<file path="config.mk">
export PLATFORM = sky130hd
export DESIGN_NAME = adder_ckt_8bit
export DESIGN_NICKNAME = d
export VERILOG_FILES = /design/src/rtl/adder_ckt_8bit_pkg.sv /design/src/rtl/adder_ckt_8bit_full_adder.sv /design/src/rtl/adder_ckt_8bit.sv
export SDC_FILE = /design/constraint.sdc
export NUM_CORES = 1
export LEC_CHECK = 0
export ABC_AREA = 1
export BUFFER_PORTS_ARGS = -buffer_cell sky130_fd_sc_hd__buf_2
export CAP_MARGIN = 20
export CORE_MARGIN = 10
export CORE_UTILIZATION = 40
export CTS_BUF_LIST = sky130_fd_sc_hd__clkbuf_8
export DETAILED_ROUTE_END_ITERATION = 10
export MAX_ROUTING_LAYER = met4
export PLACE_DENSITY = 0.77
export SYNTH_ARGS = -nofsm -noshare
export SYNTH_HDL_FRONTEND = slang
export SYNTH_SLANG_ARGS = --single-unit
</file>
<file path="constraint.sdc">
create_clock -name clk -period 4.25 [get_ports clk]
set_input_delay 0 -clock clk [delete_from_list [all_inputs] [get_ports clk]]
set_output_delay 0 -clock clk [all_outputs]
set_load 0.005 [all_outputs]
</file>
<file path="src/rtl/adder_ckt_8bit_pkg.sv">
// ============================================================================
// Module      : adder_ckt_8bit_pkg
// Description : Shared datapath width for the regression computation unit.
// Revision    : 1.0 - initial release
// ============================================================================
`default_nettype none

package adder_ckt_8bit_pkg;
  localparam int C_DATA_WIDTH = 8;
endpackage

`default_nettype wire

</file>
<file path="src/rtl/adder_ckt_8bit_full_adder.sv">
// ============================================================================
// Module      : full_adder
// Description : Single-bit full adder cell used to build the ripple chain.
// Revision    : 1.0 - initial release
// ============================================================================
`default_nettype none

module full_adder (
  input  logic a,
  input  logic b,
  input  logic cin,
  output logic s,
  output logic cout
);

  logic w_p;

  assign w_p  = a ^ b;
  assign s    = w_p ^ cin;
  assign cout = (a & b) | (cin & w_p);

endmodule

`default_nettype wire

</file>
<file path="src/rtl/adder_ckt_8bit.sv">
// ============================================================================
// Module      : adder_ckt_8bit
// Description : Ripple-carry adder with combinational and registered results.
// Revision    : 1.0 - initial release
// ============================================================================
`default_nettype none

module adder_ckt_8bit
  import adder_ckt_8bit_pkg::*;
#(
  parameter int WIDTH = C_DATA_WIDTH
) (
  input  logic             clk,
  input  logic             rst_n,
  input  logic [WIDTH-1:0] A,
  input  logic [WIDTH-1:0] B,
  input  logic             Cin,
  output logic [WIDTH-1:0] sum,
  output logic             cy,
  output logic [WIDTH-1:0] sum_q,
  output logic             cy_q,
  output logic             ovf_q,
  output logic             zero_q
);

  logic [WIDTH:0]   w_c;
  logic [WIDTH-1:0] sum_d;
  logic             cy_d;
  logic             ovf_d;
  logic             zero_d;

  assign w_c[0] = Cin;

  for (genvar i = 0; i < WIDTH; i++) begin : g_ripple
    full_adder u_fa (
      .a    (A[i]),
      .b    (B[i]),
      .cin  (w_c[i]),
      .s    (sum[i]),
      .cout (w_c[i+1])
    );
  end

  assign cy = w_c[WIDTH];

  always_comb begin
    sum_d  = sum;
    cy_d   = w_c[WIDTH];
    // Carries into and out of the sign bit differ exactly on signed overflow.
    ovf_d  = w_c[WIDTH] ^ w_c[WIDTH-1];
    zero_d = ~|sum;
  end

  always_ff @(posedge clk or negedge rst_n) begin
    if (!rst_n) begin
      sum_q  <= '0;
      cy_q   <= 1'b0;
      ovf_q  <= 1'b0;
      zero_q <= 1'b0;
    end else begin
      sum_q  <= sum_d;
      cy_q   <= cy_d;
      ovf_q  <= ovf_d;
      zero_q <= zero_d;
    end
  end

endmodule

`default_nettype wire

</file>
==> results.md <==
- Seq cells post-synth: 11
- Top cells by instance count after synthesis: inv_1 (15), dfrtp_1 (11), buf_4 (8), fa_1 (8), nand2_1 (3)
- Pleak: 0.4696 nW
- Sequential power share: 0.393
- Hold_ws: 0.08552 ns
- Final wirelength: 1.441 mm
- Status: finished, final reports clean
- Post-synth EDFFs: 0
- Storage cell area: 275.3 um2
- Core area: 1350 um2
- Hpwl dp: 1.266 mm
- Worst setup margin: 0.9127 ns
- First DRT Iteration DRCs: 4
- Main synth FF type: dfrtp_1
- Area contributors post-synth: dfrtp_1 (46%), fa_1 (27%), buf_4 (10%)
- Metal2 WL: 779 um
- Ratio of final minimum period to clock period: 0.7852
- Final core occ: 0.5922
- Multi-input gate area: 200.2 um2
- Count leader, synth: inv_1
- DRC violations left: 0
- Cts bufs inserted: 3
- GPL Wtd Cong: 0.7203
- WL met3: 182 um
- Max layer used: met4
- Power per Cell Area: 400.8 nW/um2
- Headroom to the max-slew limit: 0.8408
- Initial core utilization: 0.4411
- Synth Area in XOR/XNOR: 0.01471
- Post-synth top area share: 0.4622
- Comb power frac: 0.293
- First-pass GRT wire length: 2.366 mm
- Synth Area in Adders: 0.2689
- Endpoints failing setup: 0
- Clock Pin Slew Worst Setup and Hold Paths: 0.05 ns
- Vias per cell: 4.257
- Worst-path maximum fanout: 2
- P_int: 0.0002310 W
- GR Overflow Total: 0
- Share of cells above drive strength 1: 0.5116
- Simple-Gate Fraction of Synth Area: 0.05252
- Psw: 0.00008949 W
- Syn Area/Cell: 11.68 um2
- Finished Layout Cells: 101
- Mux cell area share after synthesis: 0
- Synth warn: 0
- Vias in the first global route: 530
- Pre-CTS setup slack: 0.7884 ns
- Data required, critical path: 4.25 ns
- Cells after DPL: 96
- Tmin final: 3.337 ns
- Fin nets: 114
- Initial DRT Pass Iterations: 2
- Routed Antenna Nets: 0
- DIE WIDTH: 58.59 um
- Max VDD drop: 0.1274 mV
- CTS tree: built
- Met1 Routed Length: 452 um
- Root Buffer Master: clkbuf_8
- Die area: 3432 um2
- Final hold violation count: 0
- Max Slew Vio Count: 0
- Compound-Gate Fraction of Synth Area: 0
- Largest family of logic cells by synthesized area: adder cells
- Min-delay worst type: in -> reg
- Antenna Cells: 0
- Setup bufs post-CTS: 0
- CTS hold repair buffers: 1
- Post-synthesis sequential area ratio: 0.4622
- Syn nets: 78
- Post-CTS resize count: 0
- Synth cell types: 9
- Startpoint Class: primary input
- Via count: 430
- Async SR Flop Fraction: 1.000
- Port-buffer cells: 38
- RSZ-0062 raised after global routing: no
- Row count: 13
- Fill cells: 113
- Die Y: 58.59 um
- GRT Util Overall: 0.09332
- Top Ports: 39
- Worst-margin pin slew: 0.2388 ns
- Largest net degree at the start of global routing: 12
- Mapped Area: 595.6 um2
- Clock sink total: 11
- Syn-to-layout area delta: 34.24%
- Avg WL per Cell: 14.27 um
- Clock power frac: 0.314
- Worst EP arrival: 3.34 ns
- Max cap viols: 0
- Max Clock Freq: 0.2996 GHz
- Net Sw Frac: 0.2793
- Antenna violations before repair: 0
- Yosys top cell by area: dfrtp_1
- Critical path type: in -> out
- Maximum buffer depth of the clock tree: 2
- Setup TNS: 0 ns
- CTS HTree Levels: 1
- Mapped Cells: 51
- Element type at the critical path end: primary output
## final cells by class
type / count / area share
clock buffer: 3 / 0.05164
clock inverter: 1 / 0.004695
inverter: 16 / 0.07512
multi-input combinational: 16 / 0.2504
sequential: 11 / 0.3443
tap: 15 / 0.02347
timing repair buffer: 39 / 0.2504
## layer usage
metal  global-route usage  vias up
met5                    -        -
met4              0.07869        0
met3              0.03648        2
met2               0.1639       26
met1              0.07384      203
li1                     -      199
## critical path, stage by stage
cell   delay (ns)
buf_2        0.10
inv_1        0.07
fa_1         0.18
inv_1        0.07
fa_1         0.38
fa_1         0.39
fa_1         0.36
inv_1        0.07
fa_1         0.15
inv_1        0.05
fa_1         0.37
fa_1         0.42
inv_1        0.09
fa_1         0.43
inv_1        0.09
buf_2        0.11
## sequential cells by signal, summed over array words and instances (netlist names)
| register | cells |
|---|---|
| sum_q | 8 |
| zero_q | 1 |
| cy_q | 1 |
| ovf_q | 1 |
## cell families after synthesis
logic type	count (synthesis)
xor+xnor	1
fa+ha+maj	8
buf+inv	24
flops	11
simple gates	7
## placed cells by master, fill, tap and decap left out
| cell | count |
|---|---|
| xnor2_1 | 1 |
| dlygate4sd3_1 | 1 |
| nor2_2 | 2 |
| nor2_1 | 2 |
| fa_1 | 8 |
| buf_2 | 38 |
| dfrtp_1 | 11 |
| clkbuf_8 | 3 |
| inv_1 | 16 |
| nand2_1 | 3 |
| inv_2 | 1 |
## power by group through the flow
| stage | clock network (W) | registers (W) | logic (W) |
|---|---|---|---|
| after floorplan | 0 | 0.000131 | 0.0000568 |
| after global placement | 0 | 0.000127 | 0.0000920 |
| after detailed placement | 0 | 0.000128 | 0.0000952 |
| after CTS | 0.000103 | 0.000126 | 0.0000967 |
| after global routing | 0.000109 | 0.000127 | 0.000108 |
| final | 0.000101 | 0.000126 | 0.0000940 |
## path summary, 6_finish.rpt
| kind | from | to | slack [ns] | cells after the start |
|---|---|---|---|---|
| setup / recovery | B[0] | sum[7] | 0.91 | 16 |
| hold / removal | B[2] | sum_q[2] | 0.09 | 2 |
| max in group asynchronous | rst_n | sum_q[5] | 3.90 | 2 |
| min in group asynchronous | rst_n | zero_q | 0.16 | 2 |
## stage by stage
| step | cell area [um2] | total power, W |
|---|---|---|
| after global routing | 799.5 | 0.0003440 |
| after floorplan | 595.6 | 0.0001879 |
| final | 799.5 | 0.0003205 |
| after CTS | 799.5 | 0.0003254 |
| after detailed placement | 744.5 | 0.0002233 |
| after global placement | 744.5 | 0.0002192 |
Power figures use the tool's default switching activity.
